===== config.mk =====
export PLATFORM = sky130hd
export DESIGN_NAME = hazard_ctrl
export DESIGN_NICKNAME = d
export VERILOG_FILES = /design/src/rtl/pipeline_pkg.sv /design/src/rtl/hazard_ctrl.sv
export SDC_FILE = /design/constraint.sdc
export NUM_CORES = 1
export LEC_CHECK = 0
export CELL_PAD_IN_SITES_DETAIL_PLACEMENT = 1
export CELL_PAD_IN_SITES_GLOBAL_PLACEMENT = 1
export CORE_ASPECT_RATIO = 1.1
export CORE_MARGIN = 5
export CORE_UTILIZATION = 27
export DETAILED_ROUTE_END_ITERATION = 8
export GPL_ROUTABILITY_DRIVEN = 0
export PLACE_DENSITY_LB_ADDON = 0.1
export SKIP_CTS_REPAIR_TIMING = 1
export SLEW_MARGIN = 15
export SYNTH_ARGS = -nofsm -noshare
export SYNTH_HDL_FRONTEND = slang
export SYNTH_SLANG_ARGS = --single-unit

===== constraint.sdc =====
create_clock -name clk_i -period 3.74 [get_ports clk_i]
set_input_delay 0.748 -clock clk_i [delete_from_list [all_inputs] [get_ports clk_i]]
set_output_delay 0.748 -clock clk_i [all_outputs]
set_load 0.02 [all_outputs]

===== src/rtl/pipeline_pkg.sv =====
// Shared pipeline types: multi-cycle unit FSM states and EX operand forward selects.
// Pure declarations; no latency, no backpressure.
package pipeline_pkg;

    typedef enum logic [1:0] {
        MD_IDLE = 2'b00,
        MD_BUSY = 2'b01,
        MD_DONE = 2'b10
    } md_state_t;

    typedef logic [1:0] fwd_sel_t;

    localparam fwd_sel_t FWD_RF  = 2'b00;
    localparam fwd_sel_t FWD_WB  = 2'b01;
    localparam fwd_sel_t FWD_MEM = 2'b10;

    localparam int MD_CNT_W = 4;

endpackage


===== src/rtl/hazard_ctrl.sv =====
// Pipeline hazard unit: forwarding selects, load/branch stalls, multi-cycle EX hold.
// Stalls/flushes/forwards are zero-latency combinational; md_busy_o/md_done_o come from the FSM registers.
module hazard_ctrl
    import pipeline_pkg::*;
#(
    parameter int MD_CYCLES = 4
) (
    input  logic       clk_i,
    input  logic       reset_i,
    input  logic [4:0] rs_id5,
    input  logic [4:0] rt_id5,
    input  logic [4:0] rs_oe5,
    input  logic [4:0] rt_oe5,
    input  logic [4:0] write_reg_ex5,
    input  logic [4:0] write_reg_mem5,
    input  logic [4:0] write_reg_wb5,
    input  logic       enable_wreg_ex,
    input  logic       enable_wreg_mem,
    input  logic       enable_wreg_wb,
    input  logic       mem_to_reg_ex,
    input  logic       mem_to_reg_mem,
    input  logic       branch_id,
    input  logic       pc_src_id,
    input  logic       md_start_ex,
    output logic       stall_if,
    output logic       stall_id,
    output logic       stall_ex,
    output logic       flush_ex,
    output logic       flush_id,
    output fwd_sel_t   forward_a_ex2,
    output fwd_sel_t   forward_b_ex2,
    output logic       forward_a_id,
    output logic       forward_b_id,
    output logic       md_busy_o,
    output logic       md_done_o
);

    // MEM result wins over WB; register 0 is never forwarded.
    function automatic fwd_sel_t fwd_sel(
        input logic       en_mem,
        input logic [4:0] wr_mem,
        input logic       en_wb,
        input logic [4:0] wr_wb,
        input logic [4:0] src
    );
        if (en_mem && (wr_mem != 5'd0) && (wr_mem == src)) begin
            return FWD_MEM;
        end else if (en_wb && (wr_wb != 5'd0) && (wr_wb == src)) begin
            return FWD_WB;
        end
        return FWD_RF;
    endfunction

    md_state_t             r_state;
    logic [MD_CNT_W-1:0]   r_cnt;
    logic                  r_md_busy;
    logic                  r_md_done;

    fwd_sel_t w_fwd_a_id_sel;
    fwd_sel_t w_fwd_b_id_sel;
    logic     w_ex_hit_rs, w_ex_hit_rt;
    logic     w_mem_ld_hit_rs, w_mem_ld_hit_rt;
    logic     w_lwstall, w_brstall, w_hazard;
    logic     w_md_hold;

    assign forward_a_ex2  = fwd_sel(enable_wreg_mem, write_reg_mem5, enable_wreg_wb, write_reg_wb5, rs_oe5);
    assign forward_b_ex2  = fwd_sel(enable_wreg_mem, write_reg_mem5, enable_wreg_wb, write_reg_wb5, rt_oe5);
    assign w_fwd_a_id_sel = fwd_sel(enable_wreg_mem, write_reg_mem5, 1'b0, 5'd0, rs_id5);
    assign w_fwd_b_id_sel = fwd_sel(enable_wreg_mem, write_reg_mem5, 1'b0, 5'd0, rt_id5);
    assign forward_a_id   = (w_fwd_a_id_sel == FWD_MEM);
    assign forward_b_id   = (w_fwd_b_id_sel == FWD_MEM);

    assign w_ex_hit_rs     = enable_wreg_ex && (write_reg_ex5 != 5'd0) && (write_reg_ex5 == rs_id5);
    assign w_ex_hit_rt     = enable_wreg_ex && (write_reg_ex5 != 5'd0) && (write_reg_ex5 == rt_id5);
    assign w_mem_ld_hit_rs = mem_to_reg_mem && (write_reg_mem5 != 5'd0) && (write_reg_mem5 == rs_id5);
    assign w_mem_ld_hit_rt = mem_to_reg_mem && (write_reg_mem5 != 5'd0) && (write_reg_mem5 == rt_id5);

    assign w_lwstall = mem_to_reg_ex && (w_ex_hit_rs || w_ex_hit_rt);
    assign w_brstall = branch_id && (w_ex_hit_rs || w_ex_hit_rt || w_mem_ld_hit_rs || w_mem_ld_hit_rt);
    assign w_hazard  = w_lwstall || w_brstall;

    // The start cycle stalls too, so the whole op costs exactly MD_CYCLES stall cycles.
    assign w_md_hold = ((r_state == MD_IDLE) && md_start_ex) || (r_state == MD_BUSY);

    assign stall_if  = w_md_hold || w_hazard;
    assign stall_id  = w_md_hold || w_hazard;
    assign stall_ex  = w_md_hold;
    assign flush_ex  = !w_md_hold && w_hazard;
    assign flush_id  = pc_src_id && !stall_id;
    assign md_busy_o = r_md_busy;
    assign md_done_o = r_md_done;

    always_ff @(posedge clk_i) begin
        if (reset_i) begin
            r_state   <= MD_IDLE;
            r_cnt     <= '0;
            r_md_busy <= 1'b0;
            r_md_done <= 1'b0;
        end else begin
            case (r_state)
                MD_IDLE: begin
                    if (md_start_ex) begin
                        r_state   <= MD_BUSY;
                        r_cnt     <= MD_CNT_W'(MD_CYCLES - 2);
                        r_md_busy <= 1'b1;
                    end
                end
                MD_BUSY: begin
                    if (r_cnt == '0) begin
                        r_state   <= MD_DONE;
                        r_md_busy <= 1'b0;
                        r_md_done <= 1'b1;
                    end else begin
                        r_cnt <= r_cnt - 1'b1;
                    end
                end
                MD_DONE: begin
                    r_state   <= MD_IDLE;
                    r_md_done <= 1'b0;
                end
                default: begin
                    r_state   <= MD_IDLE;
                    r_cnt     <= '0;
                    r_md_busy <= 1'b0;
                    r_md_done <= 1'b0;
                end
            endcase
        end
    end

endmodule

After elaboration in Yosys (flattened, before gate mapping)
Cells that the tools add are included.
Widths: inputs -> output; s select.
{ "op_classes": {"mux": 27, "bitwise_logic": 2, "n_eq_ne": 15, "add_sub_neg": 1, "reduce_logical": 36} }
{ "op_table": {"columns": ["op", "n"], "rows": [
  ["$eq 5x5->1", 8],
  ["$mux 2", 12],
  ["$logic_and 1x1->1", 19],
  ["$reduce_bool 5->1", 3],
  ["$pmux 4 s3", 1],
  ["$mux 1", 9],
  ["$mux 4", 2],
  ["$eq 2x2->1 const B", 3],
  ["$logic_or 1x1->1", 6],
  ["$reduce_and 3->1", 2],
  ["$logic_not 4->1", 1],
  ["$ne 2x2->1 const B", 2],
  ["$pmux 2 s2", 1],
  ["$reduce_and 2->1", 2],
  ["$sub 4x1->4 const B", 1],
  ["$pmux 1 s3", 1],
  ["$eq 2x1->1 const B", 1],
  ["$logic_not 1->1", 2],
  ["$logic_not 2->1", 1],
  ["$ne 2x1->1 const B", 1],
  ["$not 1->1", 2],
  ["$pmux 1 s2", 1]
]} }
{ "totals": {"regBits": 8, "output_inout_bits": 13, "in_bits": 45} }

Longest topological paths before layout
Gate-level depths: netlist of the first run.
{ "logic_depth": {"word_depth": 11, "depth_mapped": 7, "mapped_depth_nobuf": 7} }

Worst setup path before layout of the first run
Ideal clock, no wire load.
{ "synth_timing": {"path_type": "input to output", "startpoint": "input port write_reg_mem5[4]", "endpoint": "output port forward_a_ex2[0]", "slack_ps": 814, "n_path_buf": 1, "arrival_ps": 2178, "required_time_ps": 2992, "stages": 5, "cell_sequence": "buf_4 xnor2_1 nand3_1 nor4_1 nor4_2"} }
{ "synth_between": {"elab_chain_cells": 5, "elab_cells_between_ends": 7, "classes_between": "eq/ne: 1; mux: 3; reduce/logical: 3"} }
{ "synth_rtl": {"columns": ["element", "line", "text"], "rows": [
  ["start, declared", "hazard_ctrl.sv:15", "input logic [4:0] write_reg_mem5,"],
  ["$reduce_bool 5->1", "hazard_ctrl.sv:46", "if (en_mem && (wr_mem != 5'd0) && (wr_mem == src)) begin"],
  ["$logic_and 1x1->1", "hazard_ctrl.sv:46", null],
  ["$logic_and 1x1->1 *", "hazard_ctrl.sv:46", null],
  ["$mux 2 or $mux 1 (tied branches)", "hazard_ctrl.sv:46", null],
  ["$mux 2 *", "hazard_ctrl.sv:51", "return FWD_RF;"],
  ["end, declared", "hazard_ctrl.sv:30", "output fwd_sel_t forward_a_ex2,"]
]} }
Mark *: on every way between the ends. The rest lies on a longest branch, timed or not.

Final worst setup path of the first run
{ "layout_timing": {"startpoint": "input port write_reg_wb5[1]", "endpoint": "output port forward_a_ex2[0]"} }
{ "layout_between": {"elab_chain_cells": 6, "elab_cells_between_ends": 7, "classes_between": "eq/ne: 1; mux: 3; reduce/logical: 3"} }
{ "layout_rtl": {"columns": ["element", "line", "text"], "rows": [
  ["start, declared", "hazard_ctrl.sv:16", "input logic [4:0] write_reg_wb5,"],
  ["$reduce_bool 5->1", "hazard_ctrl.sv:48", "end else if (en_wb && (wr_wb != 5'd0) && (wr_wb == src)) begin"],
  ["$logic_and 1x1->1", "hazard_ctrl.sv:48", null],
  ["$logic_and 1x1->1 *", "hazard_ctrl.sv:48", null],
  ["$mux 1 *", "hazard_ctrl.sv:48", null],
  ["$mux 1 *", "hazard_ctrl.sv:46", null],
  ["$mux 2 *", "hazard_ctrl.sv:51", null]
]} }
Marks and branches as above.

==> flow_summary.json, run 1 <==
{
  "syn_inst": 121,
  "ir_drop_v": 0.000171,
  "core_sq_mm": 0.00339,
  "synth_nets": 168,
  "grtUsageTotal": 0.136,
  "fmax_mhz": 279,
  "areaGrowthSynthToFinish_pct": 68.1,
  "power_frac_seq": 0.280,
  "power_density_mw_per_mm2": 277,
  "utilization": 0.476,
  "drtAntennaViolNets": 0,
  "synth.avg_cell_area_sq_um": 7.93,
  "ys_warn_count": 0,
  "critical_path_arrival_ns": 2.83,
  "p_int_mw": 0.282,
  "worst_slew_pin_slew_ns": 0.355,
  "multi_input_area_sq_um": 742,
  "setup_viol": 0,
  "root_buffer": "clkbuf_4",
  "switching_power_mw": 0.166,
  "clk_latency_ns": 0.25,
  "cp_max_fo": 3,
  "ios": 58,
  "gr-total-overflow": 0,
  "critical_path_class": "in2out",
  "synth_area_leaders": "xor2_1 (22%), xnor2_1 (17%), dfxtp_1 (17%)",
  "instances_no_fill": 228,
  "grt_pass1_wl_mm": 5.29,
  "dp_cells": 225,
  "critPathCaptureType": "output pin",
  "synth_top_area_share": 0.219,
  "ys_seq_elements": 8,
  "hold_violations": 0,
  "cp-start-kind": "input pin",
  "outcome": "complete, no violations",
  "period_share": 0.958,
  "max_cap_viol_count": 0,
  "hold_class": "reg2reg",
  "final_nets": 229,
  "yosys.area.top_type": "xor2_1",
  "firstDrtPassIters": 4,
  "pre_cts_slack_ns": 0.0263,
  "initial_utilization": 0.283,
  "yosysSeqAreaShare": 0.167,
  "cts_num_sinks": 8,
  "cts_buffers": 3,
  "wl_mm": 3.32,
  "grt_max_degree": 9,
  "finalSetupTns_ns": 0,
  "leakage_nw": 0.627,
  "n_antenna_cell": 0,
  "yosysUniqueCellTypes": 26,
  "clkTransAtPathRegs_ns": 0.05,
  "clock_skew_ns": 0.00360,
  "period_needed_ns": 3.58,
  "min_path_cells": 2,
  "route.vias.total": 1062,
  "max_slew_margin": 0.760,
  "worst_ep_required_time_ns": 2.99,
  "first_iter_violations": 23,
  "dieArea_sq_mm": 0.00485,
  "ctsHtreeMaxLevel": 1,
  "worstRegToRegCells": 7,
  "die_y_um": 72.5,
  "avgViaCountPerCell": 4.66,
  "antenna_found_initial": 0,
  "num_rows": 22,
  "portBuffers": 57,
  "power_frac_clock": 0.148,
  "route.detailed.drc": 0,
  "hpwl_mm": 2.88,
  "drive_gt1_frac": 0.0722,
  "sw_frac_of_total": 0.371,
  "clockBufferDepth": 2,
  "final_max_slew_viol_count": 0,
  "syn-cell-area_sq_um": 960,
  "cts_tree": "built",
  "rsz0062_at_grt": "no",
  "setup_ws_ns": 0.158,
  "final-seq-area_sq_um": 160,
  "wl_per_cell_um": 14.5,
  "r2r_slack_ns": 2.25,
  "power_frac_comb": 0.571,
  "grt_pass1_vias": 1135,
  "fillers": 420,
  "die_x_um": 66.8
}
==> sequential cells by signal, summed over array words and instances (netlist names) <==
| signal | flops |
|---|---|
| md_done_o | 1 |
| md_busy_o | 1 |
| r_cnt | 4 |
| r_state | 2 |
==> synth_stat cells <==
master,n
dfxtp_1,8
buf_4,5
nor4_1,3
o21ai_0,3
nor3b_1,1
ha_1,2
nand3_1,8
xor2_1,24
o22ai_2,1
nand2_1,3
xnor2_1,19
buf_6,1
and2_1,1
nor2b_1,2
nor4_2,2
a211o_1,2
and4_1,1
a21oi_1,4
a21o_1,1
inv_1,4
or4_1,3
o21ai_1,1
nor3_1,9
nor2_1,11
or2_2,1
nand4bb_1,1
==> power groups by stage <==
stage | Sequential [mW] | Clock (mW) | Combinational, mW
2_1_floorplan | 0.127 | 0 | 0.146
3_3_place_gp | 0.126 | 0 | 0.251
3_5_place_dp | 0.127 | 0 | 0.258
4_1_cts | 0.126 | 0.0688 | 0.260
5_1_grt | 0.129 | 0.0757 | 0.282
6_report | 0.125 | 0.0664 | 0.256
==> worst max-delay path, cell delays in order <==
cell,delay (ns)
clkdlybuf4s50_1,0.55
or4_1,0.14
o21ai_1,0.07
or4_1,0.54
nor4_2,0.14
clkdlybuf4s50_1,0.64
==> layout make-up <==
| type | count | share of cell area |
|---|---|---|
| multi-input combinational | 103 | 0.460 |
| timing repair buffer | 62 | 0.380 |
| sequential | 8 | 0.0993 |
| tap | 48 | 0.0372 |
| clock buffer | 3 | 0.0140 |
| inverter | 4 | 0.00931 |
==> logic make-up (layout without fill, tap and decap cells) <==
logic type,Yosys count,count (layout),synth area share
adders and majority gates,2,2,0.0261
DFF,8,8,0.167
buffers and inverters,10,69,0.0665
xor gates and xnor gates,43,43,0.392
AOI/OAI and AO/OA,12,12,0.0808
and+or+nand+nor,46,46,0.267
==> path summary, 6_finish.rpt <==
kind               startpoint          endpoint
min reg2reg          r_cnt[1]          r_cnt[1]
min                  r_cnt[1]          r_cnt[1]
max reg2reg          r_cnt[1]          r_cnt[3]
max          write_reg_wb5[1]  forward_a_ex2[0]
==> through the flow <==
stage          power, mW  hold WS (ns)  area, sq um
6_report           0.447         0.489         1610
5_1_grt            0.487         0.528         1610
4_1_cts            0.454         0.494         1600
3_5_place_dp       0.385         0.474         1580
3_3_place_gp       0.376         0.464         1580
2_1_floorplan      0.273         0.439          960
==> routing by layer <==
layer,wire length (um),GRT usage,vias up
met4,0,0.0271,0
met2,1800,0.263,25
met3,170,0.0139,0
met1,1350,0.157,507
met5,0,0,-
li1,-,-,530
==> placed cells by master (no fill, tap or decap), types with 2 or more instances in the layout <==
| cell type | synthesis | routed |
|---|---|---|
| dlymetal6s2s_1 | 0 | 2 |
| nor3_1 | 9 | 9 |
| nor4_2 | 2 | 3 |
| inv_1 | 4 | 4 |
| a211o_1 | 2 | 2 |
| nand3_1 | 8 | 8 |
| dfxtp_1 | 8 | 8 |
| clkbuf_4 | 0 | 3 |
| xor2_1 | 24 | 24 |
| or4_1 | 3 | 3 |
| ha_1 | 2 | 2 |
| nand2_1 | 3 | 3 |
| buf_4 | 5 | 5 |
| xnor2_1 | 19 | 19 |
| o21ai_0 | 3 | 3 |
| clkdlybuf4s50_1 | 0 | 55 |
| nor2_1 | 11 | 11 |
| nor4_1 | 3 | 2 |
| a21oi_1 | 4 | 4 |
| nor2b_1 | 2 | 2 |
No activity file was read; power rests on OpenSTA's default activity.
==> run 2: changes to the inputs <==
- CORE_ASPECT_RATIO: 1.1 -> 0.8
==> run 2 against run 1 <==
  * Routed wire length is 0.69% lower
  * Final cell count down 3.9%
  * Global-route usage increased by 0.20 points
  * Non-clock buffer count down 3
  * Fmax fell by 1.3%
  * Sequential share of layout area is 0.14 points higher
  * Sequential cell count is the same
  * Critical path depth stayed put
  * Die area rose by 0.13%
  * Critical path type unchanged
  * Critical endpoint unchanged
  * Largest power group unchanged
==> flow_summary.json, run 2 (synthesis gave the netlist of run 1 again) <==
{
  "outcome": "complete, no violations",
  "sw_frac_of_total": 0.352,
  "portBuffers": 57,
  "ios": 58,
  "power_frac_clock": 0.209,
  "rsz0062_at_grt": "no",
  "power_density_mw_per_mm2": 303,
  "placed_cell_area_sq_mm": 0.00155,
  "drtAntennaViolNets": 0,
  "hold_class": "reg2reg",
  "critical_path_class": "in2out",
  "stdcell_area_sq_mm": 0.00159,
  "switching_power_mw": 0.170,
  "largestRegisters": "r_cnt: 4 flops, r_state: 2 flops",
  "grt_pass1_vias": 1182,
  "met1Wirelength_mm": 1.47,
  "holdWs_ns": 0.484,
  "max_flop_register": "r_cnt",
  "worst_slew_pin_slew_ns": 0.434,
  "clkTransAtPathRegs_ns": 0.04,
  "wl_met3_um": 121,
  "largest_reg_flops": 4,
  "wl_met2_mm": 1.70,
  "avgViaCountPerCell": 4.58,
  "die_y_um": 63.3,
  "power_frac_comb": 0.529,
  "wl_mm": 3.29,
  "clk_latency_ns": 0.22,
  "dieArea_sq_mm": 0.00485,
  "hold_violations": 0,
  "route.vias.total": 1004,
  "ir_drop_v": 0.000107,
  "r2r_slack_ns": 2.24,
  "die_x_um": 76.7,
  "hpwl_mm": 3.00,
  "wl_per_cell_um": 15.0,
  "cp-start-kind": "input pin",
  "cts_tree": "built",
  "gr-total-overflow": 0,
  "cts_num_sinks": 8,
  "leakage_nw": 0.582,
  "areaGrowthSynthToFinish_pct": 65.7,
  "max_cap_viol_count": 0,
  "n_antenna_cell": 0,
  "finalSetupTns_ns": 0,
  "cts_buffers": 3,
  "grt_max_degree": 9,
  "cp_max_fo": 3,
  "final_common_cell": "clkdlybuf4s50_1",
  "firstDrtPassIters": 4,
  "final_cell_mix": "clkdlybuf4s50_1 (57), xor2_1 (24), xnor2_1 (19), nor2_1 (11), nor3_1 (9)",
  "period_needed_ns": 3.63,
  "final_max_slew_viol_count": 0,
  "setup_viol": 0,
  "clockBufferDepth": 2,
  "power_frac_seq": 0.262,
  "critical_path_arrival_ns": 2.88,
  "top_layer_used": "met3",
  "fmax_mhz": 276,
  "core_sq_mm": 0.00342,
  "antenna_found_initial": 0,
  "root_buffer": "clkbuf_8",
  "grt_pass1_wl_mm": 5.51,
  "route.detailed.drc": 0,
  "drive_gt1_frac": 0.0508,
  "clock_skew_ns": 0.00315,
  "grtUsageTotal": 0.138,
  "final_nets": 226,
  "period_share": 0.970,
  "first_iter_violations": 26,
  "ctsHtreeMaxLevel": 1,
  "worst_ep_required_time_ns": 2.99,
  "initial_utilization": 0.280,
  "num_rows": 19,
  "critPathCaptureType": "output pin",
  "max_slew_margin": 0.708,
  "p_int_mw": 0.313
}
run 2: layout make-up:
cell class	count	area, sq um
clock buffers	3	41.3
fillers	417	1830
inverters	4	15.0
multi-input cells	103	736
flip-flops and latches	8	160
well taps	42	52.6
repair buffers	59	586
run 2: stage by stage:
step / instances / util / setup slack, ns / power [mW]
detailed placement: 216 / 0.452 / 0.123 / 0.384
finish: 219 / 0.465 / 0.112 / 0.482
global route: 219 / 0.465 / 0.000283 / 0.528
floorplan: 121 / - / 0.814 / 0.273
CTS: 219 / 0.465 / 0.119 / 0.490
global placement: 216 / 0.452 / 0.138 / 0.376
run 2: worst paths after layout:
path | start | endpoint | cells after the start
worst max-delay path | write_reg_wb5[3] | forward_a_ex2[0] | 6
worst min-delay path | r_cnt[1] | r_cnt[1] | 2
worst max register to register | r_cnt[1] | r_cnt[3] | 7
worst min register to register | r_cnt[1] | r_cnt[1] | 2
run 2: routing by layer:
layer / up-vias / global-route usage
met5: - / 0
met2: 27 / 0.245
met1: 451 / 0.174
met4: 0 / 0.0328
li1: 526 / -
met3: 0 / 0.0214
run 2: critical path, stage by stage:
cell and delay [ns]:
clkdlybuf4s50_1 0.56, or4_1 0.15, o21ai_1 0.06, or4_1 0.55, nor4_2 0.16, clkdlybuf4s50_1 0.64
run 2: power groups by stage:
stage / registers (mW) / logic, mW / clock network (mW)
6_report: 0.127 / 0.255 / 0.101
5_1_grt: 0.130 / 0.282 / 0.116
4_1_cts: 0.127 / 0.258 / 0.105
3_5_place_dp: 0.128 / 0.256 / 0
3_3_place_gp: 0.125 / 0.250 / 0
2_1_floorplan: 0.127 / 0.146 / 0
